## config.mk

```make
export PLATFORM = sky130hd
export DESIGN_NAME = poly_horner_pipe_flat
export DESIGN_NICKNAME = d
export VERILOG_FILES = /design/src/rtl/poly_horner_pipe_if.sv /design/src/rtl/poly_horner_pipe.sv /design/src/flat_wrapper.sv
export SDC_FILE = /design/constraint.sdc
export NUM_CORES = 2
export LEC_CHECK = 0
export ABC_AREA = 0
export CAP_MARGIN = 10
export CELL_PAD_IN_SITES_DETAIL_PLACEMENT = 1
export CELL_PAD_IN_SITES_GLOBAL_PLACEMENT = 2
export CORE_AREA = 4 4 566 288
export CTS_BUF_LIST = sky130_fd_sc_hd__clkbuf_4 sky130_fd_sc_hd__clkbuf_8
export CTS_CLUSTER_DIAMETER = 50
export CTS_CLUSTER_SIZE = 30
export DETAILED_ROUTE_END_ITERATION = 10
export DIE_AREA = 0 0 570 292
export PLACE_DENSITY_LB_ADDON = 0.12
export REMOVE_ABC_BUFFERS = 1
export SYNTH_ARGS = -nofsm -noshare
export SYNTH_HDL_FRONTEND = slang
export SYNTH_HIERARCHICAL = 1
export SYNTH_SLANG_ARGS = --single-unit
```

## constraint.sdc

```tcl
create_clock -name clk -period 15.55 [get_ports clk]
set_input_delay 3.11 -clock clk [delete_from_list [all_inputs] [get_ports clk]]
set_output_delay 3.11 -clock clk [all_outputs]
set_load 0.02 [all_outputs]
```

## src/rtl/poly_horner_pipe_if.sv

```systemverilog
// Stream, coefficient-load and swap signals of the Horner evaluator.
// The slave side is the evaluator and the master side is the source/sink.
interface poly_horner_pipe_if #(
  parameter int DATA_W = 18,
  parameter int DEGREE = 4
);
  localparam int AW = $clog2(DEGREE + 1);

  logic              in_valid;
  logic              in_ready;
  logic [DATA_W-1:0] x_in;
  logic              coef_we;
  logic [AW-1:0]     coef_addr;
  logic [DATA_W-1:0] coef_wdata;
  logic              coef_swap;
  logic              busy;
  logic              out_valid;
  logic              out_ready;
  logic [DATA_W-1:0] y_out;
  logic              ovf_out;

  modport slave (
    input  in_valid, x_in, coef_we, coef_addr, coef_wdata, coef_swap, out_ready,
    output in_ready, busy, out_valid, y_out, ovf_out
  );

  modport master (
    output in_valid, x_in, coef_we, coef_addr, coef_wdata, coef_swap, out_ready,
    input  in_ready, busy, out_valid, y_out, ovf_out
  );
endinterface

```

## src/rtl/poly_horner_pipe.sv

```systemverilog
// Pipelined signed fixed-point Horner evaluator with double-buffered coefficients.
// It uses one multiply register and one add register per degree, and flow control is a global stall.
module poly_horner_step #(
  parameter int DATA_W   = 18,
  parameter int FRAC_W   = 12,
  parameter bit SATURATE = 1'b1
) (
  input  logic                     clk,
  input  logic                     async_n,
  input  logic                     adv,
  input  logic signed [DATA_W-1:0] x,
  input  logic signed [DATA_W-1:0] coef,
  input  logic signed [DATA_W-1:0] prev_acc,
  input  logic                     prev_ovf,
  output logic signed [DATA_W-1:0] acc,
  output logic                     ovf
);
  localparam int PW = 2 * DATA_W;
  localparam logic signed [DATA_W-1:0] MAXV = {1'b0, {(DATA_W-1){1'b1}}};
  localparam logic signed [DATA_W-1:0] MINV = ~MAXV;

  logic signed [PW-1:0]     prod, shr;
  logic signed [DATA_W:0]   sum;
  logic signed [DATA_W-1:0] p_q, p_val, s_val;
  logic                     p_ovf, p_ovf_q, s_ovf;

  always_comb begin
    // Sign-extended operands keep the low PW bits equal to the signed product
    prod  = {{DATA_W{prev_acc[DATA_W-1]}}, prev_acc} * {{DATA_W{x[DATA_W-1]}}, x};
    shr   = prod >>> FRAC_W;
    p_ovf = (shr[PW-1:DATA_W-1] != '0) && (shr[PW-1:DATA_W-1] != '1);
    p_val = (SATURATE && p_ovf) ? (shr[PW-1] ? MINV : MAXV) : shr[DATA_W-1:0];
    sum   = {p_q[DATA_W-1], p_q} + {coef[DATA_W-1], coef};
    s_ovf = sum[DATA_W] ^ sum[DATA_W-1];
    s_val = (SATURATE && s_ovf) ? (sum[DATA_W] ? MINV : MAXV) : sum[DATA_W-1:0];
  end

  always_ff @(posedge clk or negedge async_n) begin
    if (!async_n) begin
      p_q     <= '0;
      p_ovf_q <= 1'b0;
      acc     <= '0;
      ovf     <= 1'b0;
    end else if (adv) begin
      p_q     <= p_val;
      p_ovf_q <= prev_ovf | p_ovf;
      acc     <= s_val;
      ovf     <= p_ovf_q | s_ovf;
    end
  end
endmodule

module poly_horner_pipe #(
  parameter int DATA_W   = 18,
  parameter int FRAC_W   = 12,
  parameter int DEGREE   = 4,
  parameter bit SATURATE = 1'b1,
  parameter logic [DATA_W*(DEGREE+1)-1:0] COEF_INIT =
    {18'h3f4ab, 18'h1ec5, 18'h3df43, 18'h1cc8, 18'h82}
) (
  input logic          clk,
  input logic          async_n,
  poly_horner_pipe_if.slave bus
);
  localparam int STAGES = 2 * DEGREE;

  typedef enum logic [1:0] {RUN, DRAIN, COMMIT} state_t;

  state_t                       state;
  logic                         busy_q;
  logic [DEGREE:0][DATA_W-1:0]  active, shadow;
  logic [STAGES:0]              vld_pipe;
  logic [STAGES-2:0][DATA_W-1:0] x_pipe;
  logic [DATA_W-1:0]            s0_acc;
  logic [DEGREE:0][DATA_W-1:0]  acc_c;
  logic [DEGREE:0]              ovf_c;
  logic                         adv, accept;

  assign adv           = !vld_pipe[STAGES] || bus.out_ready;
  assign bus.in_ready  = adv && (state == RUN);
  assign accept        = bus.in_valid && bus.in_ready;
  assign bus.busy      = busy_q;
  assign bus.out_valid = vld_pipe[STAGES];
  assign bus.y_out     = acc_c[DEGREE];
  assign bus.ovf_out   = ovf_c[DEGREE];

  // Commit only once no sample before the final add still needs the active bank
  always_ff @(posedge clk or negedge async_n) begin
    if (!async_n) begin
      state  <= RUN;
      busy_q <= 1'b0;
      active <= COEF_INIT;
      shadow <= COEF_INIT;
    end else begin
      if (bus.coef_we && int'(bus.coef_addr) <= DEGREE)
        shadow[bus.coef_addr] <= bus.coef_wdata;
      case (state)
        RUN: if (bus.coef_swap) begin
          state  <= DRAIN;
          busy_q <= 1'b1;
        end
        DRAIN: if (vld_pipe[STAGES-1:0] == '0) state <= COMMIT;
        COMMIT: begin
          active <= shadow;
          state  <= RUN;
          busy_q <= 1'b0;
        end
        default: begin
          state  <= RUN;
          busy_q <= 1'b0;
        end
      endcase
    end
  end

  // S0 plus the x copies that feed each multiply stage
  always_ff @(posedge clk or negedge async_n) begin
    if (!async_n) begin
      vld_pipe <= '0;
      x_pipe   <= '0;
      s0_acc   <= '0;
    end else if (adv) begin
      vld_pipe  <= {vld_pipe[STAGES-1:0], accept};
      x_pipe[0] <= bus.x_in;
      for (int j = 1; j <= STAGES - 2; j++) x_pipe[j] <= x_pipe[j-1];
      s0_acc    <= active[DEGREE];
    end
  end

  assign acc_c[0] = s0_acc;
  assign ovf_c[0] = 1'b0;

  for (genvar i = 1; i <= DEGREE; i++) begin : g_step
    poly_horner_step #(
      .DATA_W  (DATA_W),
      .FRAC_W  (FRAC_W),
      .SATURATE(SATURATE)
    ) u_step (
      .clk     (clk),
      .async_n (async_n),
      .adv     (adv),
      .x       (x_pipe[2*i-2]),
      .coef    (active[DEGREE-i]),
      .prev_acc(acc_c[i-1]),
      .prev_ovf(ovf_c[i-1]),
      .acc     (acc_c[i]),
      .ovf     (ovf_c[i])
    );
  end
endmodule

```

## src/flat_wrapper.sv

```systemverilog
// flat-port wrapper written by rule: the top's interface ports become plain ports
module poly_horner_pipe_flat 
#(
  parameter int DATA_W   = 18,
  parameter int FRAC_W   = 12,
  parameter int DEGREE   = 4,
  parameter bit SATURATE = 1'b1,
  parameter logic [DATA_W*(DEGREE+1)-1:0] COEF_INIT =
    {18'h3f4ab, 18'h1ec5, 18'h3df43, 18'h1cc8, 18'h82}
)
  (clk, async_n, bus_in_valid, bus_x_in, bus_coef_we, bus_coef_addr, bus_coef_wdata, bus_coef_swap, bus_out_ready, bus_in_ready, bus_busy, bus_out_valid, bus_y_out, bus_ovf_out);
  poly_horner_pipe_if #(.DATA_W(DATA_W), .DEGREE(DEGREE)) bus_i ();
  input logic clk;
  input logic async_n;
  input wire logic [$bits(bus_i.in_valid)-1:0] bus_in_valid;
  input wire logic [$bits(bus_i.x_in)-1:0] bus_x_in;
  input wire logic [$bits(bus_i.coef_we)-1:0] bus_coef_we;
  input wire logic [$bits(bus_i.coef_addr)-1:0] bus_coef_addr;
  input wire logic [$bits(bus_i.coef_wdata)-1:0] bus_coef_wdata;
  input wire logic [$bits(bus_i.coef_swap)-1:0] bus_coef_swap;
  input wire logic [$bits(bus_i.out_ready)-1:0] bus_out_ready;
  output wire logic [$bits(bus_i.in_ready)-1:0] bus_in_ready;
  output wire logic [$bits(bus_i.busy)-1:0] bus_busy;
  output wire logic [$bits(bus_i.out_valid)-1:0] bus_out_valid;
  output wire logic [$bits(bus_i.y_out)-1:0] bus_y_out;
  output wire logic [$bits(bus_i.ovf_out)-1:0] bus_ovf_out;
  assign bus_i.in_valid = bus_in_valid;
  assign bus_i.x_in = bus_x_in;
  assign bus_i.coef_we = bus_coef_we;
  assign bus_i.coef_addr = bus_coef_addr;
  assign bus_i.coef_wdata = bus_coef_wdata;
  assign bus_i.coef_swap = bus_coef_swap;
  assign bus_i.out_ready = bus_out_ready;
  assign bus_in_ready = bus_i.in_ready;
  assign bus_busy = bus_i.busy;
  assign bus_out_valid = bus_i.out_valid;
  assign bus_y_out = bus_i.y_out;
  assign bus_ovf_out = bus_i.ovf_out;
  poly_horner_pipe #(.DATA_W(DATA_W), .FRAC_W(FRAC_W), .DEGREE(DEGREE), .SATURATE(SATURATE), .COEF_INIT(COEF_INIT)) u_core (.clk(clk), .async_n(async_n), .bus(bus_i));
endmodule
```

---- Word-level counts from Yosys, hierarchy flattened ----
Index checks and enable logic that the tools add are counted.
storage, ports and cells
  output and inout bits ................... 22
  bits of input ports ..................... 45
  bits in registers ....................... 488
operators by class
  order comparisons ....................... 3
  bitwise logic cells ..................... 12
  multiplexer cells ....................... 24
  reductions and logical operators ........ 18
  $mul .................................... 4
  add/subtract/negate cells ............... 4
  equality and inequality tests ........... 8
operators with widths
  kind                                                                    number
  18-bit 2-to-1 mux                                                       17
  18-bit by 18-bit multiplier with 36-bit output                          4
  90-bit bitwise mux                                                      1
  18-bit by 18-bit adder with 19-bit output                               4
  19-bit != test (second input constant)                                  4
  19-bit nonzero test                                                     4
  18-bit demux with 3-bit select                                          1
  1-bit logical AND                                                       8
  8-bit zero test                                                         1
  1-bit OR                                                                7
  3-bit by 4-bit < comparator with 1-bit output (second input constant)   1
  2-bit 2-to-1 mux                                                        2
  2-bit case mux with 2 select lines                                      1
  2-bit AND reduction                                                     2
  1-bit XOR                                                               4
  3-bit by 1-bit >= comparator with 1-bit output (second input constant)  1
  3-bit less-or-equal comparator (second input constant)                  1
  2-bit by 1-bit == test with 1-bit output (second input constant)        1
  2-bit == test (second input constant)                                   1
  2-bit zero test                                                         1
  2-bit by 1-bit != test with 1-bit output (second input constant)        1
  2-bit != test (second input constant)                                   1
  1-bit case mux with 2 select lines                                      1
  1-bit zero test                                                         1
  3 further kinds                                                         3

---- Depth between registers and ports, before layout ----
  word-level depth ........................ 5
  mapped depth ............................ 29
  gate-level depth less buffers ........... 25

---- By module ----
The synthesis kept the hierarchy.
modules (own cells, without submodules)
  module                                          cells each  instances  area each (sq um)  sequential area each (sq um)
  poly_horner_step (u_core.g_step[2].u_step ...)  1576        2          14442.6            950.9
  poly_horner_step (u_core.g_step[1].u_step)      1640        1          14730.4            950.9
  poly_horner_step (u_core.g_step[4].u_step)      1582        1          14408.8            950.9
  poly_horner_pipe                                723         1          12608.3            8508.2

---- Worst setup path after synthesis ----
No wires, ideal clock.
  kind .................................... input to output
  from .................................... in bus_out_ready
  to ...................................... out bus_in_ready
  arrival time ............................ 4.054 ns
  path slack .............................. 8.386 ns
  cell stages on the path ................. 5
  data required time ...................... 12.440 ns
  path buffers ............................ 3
  cell sequence ........................... nor2b_1 > buf_2 > buf_2 > buf_2 > nor3_1
between the ends
  cells in the longest elaborated chain, start to end .. 2
ends and longest elaborated chain
  element            line                    text
  start, declared    flat_wrapper.sv:21      input wire logic [$bits(bus_i.out_ready)-1:0] bus_out_ready;
  1-bit logical OR   poly_horner_pipe.sv:79  assign adv = !vld_pipe[STAGES] || bus.out_ready;
  1-bit logical AND  poly_horner_pipe.sv:80  assign bus.in_ready = adv && (state == RUN);
  end, declared      flat_wrapper.sv:22      output wire logic [$bits(bus_i.in_ready)-1:0] bus_in_ready;
Every way passes these cells.

---- Worst setup path in the final report ----
  from .................................... reg u_core/x_pipe[72] in the netlist's numbering
  to ...................................... reg u_core.g_step[3].u_step.p_q[13]
between the ends
  cells in the longest elaborated chain, start to end .. 4
  elaborated cells on any way between the ends .. 6
  those cells by class .................... mul: 1; eq/ne: 1; mux: 2; reduce/logical: 2
ends and longest elaborated chain
  element                                                line                    text
  start, declared                                        poly_horner_pipe.sv:73  logic [STAGES-2:0][DATA_W-1:0] x_pipe;
  18-bit by 18-bit multiplier with 36-bit output (*)     poly_horner_pipe.sv:29  prod = {{DATA_W{prev_acc[DATA_W-1]}}, prev_acc} * {{DATA_W{x[DATA_W-1]}}, x};
  19-bit != test or 19-bit nonzero test (tied branches)  poly_horner_pipe.sv:31  p_ovf = (shr[PW-1:DATA_W-1] != '0) && (shr[PW-1:DATA_W-1] != '1);
  1-bit logical AND                                      poly_horner_pipe.sv:31
  18-bit 2-to-1 mux (*)                                  poly_horner_pipe.sv:32  p_val = (SATURATE && p_ovf) ? (shr[PW-1] ? MINV : MAXV) : shr[DATA_W-1:0];
  end signal, assigned                                   poly_horner_pipe.sv:45  p_q <= p_val;
  end, declared                                          poly_horner_pipe.sv:24  logic signed [DATA_W-1:0] p_q, p_val, s_val;
Every way passes the cells marked *; elsewhere a longest branch is shown, timed or not.
A chain may end at the register's enable or synchronous reset.

==> key figures <==
Placement
  • Detailed Place HPWL: between 150 and 200 mm
  • Placed cell count: just over 9,000
  • # port buffers: between 60 and 70
  • RePlAce Congestion: 0.882

Critical path
  • R2r worst-path depth: 24
  • Worst R2R End: u_core/g_step[3].u_step/p_q[13]
  • Setup CP Type: flop to flop
  • Setup slack, reg-to-reg: 7340 ps
  • CP max FO: 19
  • Critical Path AT: between 8000 and 9000 ps
  • Reg2reg start: u_core/x_pipe[72]
  • CP required: between 15,000 and 20,000 ps
  • CP Launch Type: flop
  • Crit. End Element: flop

Route
  • Detailed Route WL: approximately 200 mm
  • Via count: just under 50,000
  • DRT iter0 DRCs: between 2,000 and 2,500
  • Avg WL per Cell: approximately 22 µm
  • Routed Antenna Nets: 0
  • DR pass1 iterations: 7
  • DRC viols: 0
  • Avg Vias per Cell: approximately 5.3

STA
  • Unrepaired setup endpoints after global routing: no
  • Relative slew margins: a little under a fifth
  • Period minus WS final: approximately 8200 ps
  • Final setup viols: 0
  • Slew Viols, Final: 0
  • Final hold viol count: 0
  • Final critical-path share of the clock period: between 50% and 60%
  • Tightest Pin Transition: around 1200 ps
  • Final TNS setup: 0 ps
  • Setup clock skew after layout: approximately 47 ps
  • Fmax achieved: 122 MHz

Run
  • Max Cap Violations: 0

Worst hold path
  • Hold Crit Class: flop to flop
  • Hold wc startpoint: u_core/g_step[4].u_step/acc[11]
  • Cells on Worst Hold Path: 1
  • Hold Path Sink: u_core/g_step[4].u_step/acc[11]

Logic synthesis
  • Fraction of the yosys area taken by sequential cells: approximately 17%
  • Post-Syn Area: slightly above 70,000 µm²
  • YS warnings: 6
  • Asr flop ratio synth: 100%
  • Distinct cells, synth: 99
  • Syn avg cell area: roughly 10 µm²
  • Mapped Cells: roughly 7,000
  • EDFF count, synth: 0
  • Main synth FF type: dfrtp_1
  • FF+latch count, synth: between 400 and 500

Cells and area
  • FILL cells: between 15,000 and 20,000
  • Util after Layout: between 40% and 50%
  • Final #Nets: slightly below 9,000
  • Most common cell after layout, fill and taps aside: inv_1
  • Share of cells above drive strength 1: a little under a tenth
  • Most frequent cells in the layout: inv_1 (1,601), fa_1 (1,316), nand2_1 (696), and2_1 (614), ha_1 (424)
  • Post-Layout Cell Count: a little over 9,000
  • Area Growth Syn to Fin: 5.87%

Floorplanning
  • Top-level port count: 67
  • Die H: about 300 µm
  • Starting Density: between 40% and 50%
  • Row cnt: between 100 and 150
  • Core box area: 157,000 µm²
  • Full die area: 166,000 µm²
  • Die X: approximately 570 µm

Clock tree
  • Reg clk slew, reported paths: between 100 and 150 ps
  • Clock sink count: ~500
  • Worst-skew pair later-pin latency: between 700 and 800 ps
  • Max clock buf depth: 3
  • CTS H-tree depth: 2
  • CTS tree: yes
  • # resized after CTS: 0
  • TritonCTS buffer count: 56
  • Hold-fix buffer count after cts: 0
  • Setup Fix Bufs, Post-CTS: 0
  • Root Driver: clkbuf_8

Global route
  • Remaining Overflow, GRT: 0
  • Vias in the first global route: approximately 57,000
  • Pin count of the biggest net entering global routing: 96
  • Initial antenna violation count: 20
  • Overall routing resource usage: between 20% and 30%
  • First-pass GRT wire length: approximately 330 mm

Run status
  • Status: complete, no violations
## metrics by stage
stage	cell area, µm²	worst slack [ps]	hold slack, ps
2_1_floorplan	69600	-321	453
5_1_grt	74800	6830	504
4_1_cts	74700	7300	497
3_5_place_dp	73300	7340	475
6_report	74800	7340	495
3_3_place_gp	73300	7550	473
## layout make-up
type	instances	area, µm²	area share, %
Clock buffer	59	806	1.08
Sequential cell	488	12300	16.5
Clock inverter	46	573	0.766
Tap cell	2100	2630	3.51
Antenna cell	4	10.0	0.0134
Inverter	1604	6030	8.06
Multi-Input combinational cell	4754	51300	68.6
Timing Repair Buffer	128	1150	1.54
## per-layer routing
metal  wire [µm]  up-vias  GRT usage [%]  share of wire [%]
met5           0        -              0                  0
met4        6060        0           6.72                3.0
met3        7140      256           2.25                3.5
met2      102000      839           44.3                 50
met1       88300    26200           33.1                 43
li1            -    21600              -                  -
## state kept, by name, summed over array words and instances (netlist names)
signal and flops:
u_core/g_step.u_step/acc 72, u_core/x_pipe 126, u_core/shadow 90, u_core/state 2, u_core/g_step.u_step/p_ovf_q 4, u_core/s0_acc 18
u_core/active 90, u_core/g_step.u_step/ovf 4, u_core/g_step.u_step/p_q 72, u_core/bus.busy 1, u_core/vld_pipe 9
## worst max-delay path: stages, from the launching register on
cell      delay, ps
dfrtp_1         950
nand2_1         220
inv_1           180
fa_1            450
inv_1           220
fa_1            450
inv_1            90
ha_1            520
inv_1           280
fa_1            560
inv_1            60
fa_1            520
inv_1            50
fa_1            500
inv_1            50
ha_1            410
nand4_1         200
nor4_1          370
nand4_1         270
nand3_1         280
a31oi_1         140
xnor2_1         260
nand4_1         190
o211ai_2        580
o221a_1         310
## kinds of logic (layout without fill, tap and decap cells)
| kind of cell | after synthesis | in the layout | synth area share [%] |
|---|---|---|---|
| adder cells (fa/ha/maj) | 1741 | 1741 | 44.8 |
| other | 1 | 6 | 0.00531 |
| buffers and inverters | 1856 | 1837 | 10.0 |
| AND/OR/NAND/NOR | 1835 | 1835 | 13.0 |
| multiplexers | 339 | 339 | 5.40 |
| AO/OA/AOI/OAI | 663 | 663 | 7.05 |
| XOR/XNOR | 174 | 174 | 2.22 |
| flip-flops | 488 | 488 | 17.4 |
## Yosys cell counts, types with 5 or more instances
library cell	n	area [µm²]
a221o_1	5	50.1
dfstp_2	80	2100
o2bb2ai_1	73	639
o21ai_0	74	370
a31o_2	7	61.3
o21ai_2	8	70.1
inv_1	1601	6010
and4_1	10	87.6
buf_6	7	78.8
xnor2_1	123	1080
o21ai_1	15	75.1
o21bai_1	28	210
xor2_1	48	420
and3_1	25	156
o211ai_1	31	233
nor4_1	10	62.6
nor2b_1	13	81.3
ha_1	424	5310
nand2_1	696	2610
a31oi_1	23	144
dfrtp_1	408	10200
buf_4	5	37.5
o21a_1	19	143
a211oi_1	28	210
nand2b_1	41	257
nor3_1	47	235
nand4_1	28	175
buf_2	42	210
fa_1	1316	26300
nor2_1	240	901
and2_1	614	3840
nand3_1	44	220
a21o_1	80	601
or3_1	20	125
a21oi_1	136	681
o31ai_1	6	45.0
or2_2	9	56.3
clkbuf_1	194	728
mux2_2	337	3790
a311oi_1	10	87.6
o221a_1	50	563
## worst max-delay path by stage
stage / startpoint / to / depth (start not counted)
detailed placement: u_core/x_pipe[72] / u_core/g_step[3].u_step/p_q[13] / 24
global route: u_core/x_pipe[72] / u_core/g_step[3].u_step/p_q[13] / 24
floorplan: bus_out_ready / u_core/g_step[1].u_step/p_q[1] / 6
finish: u_core/x_pipe[72] / u_core/g_step[3].u_step/p_q[13] / 24
global placement: u_core/x_pipe[72] / u_core/g_step[3].u_step/p_q[0] / 24
CTS: u_core/x_pipe[72] / u_core/g_step[3].u_step/p_q[13] / 24
Power is left out: the tool's default activity adds up to more than one toggle a clock period on the data nets, which glitch-free logic cannot reach.
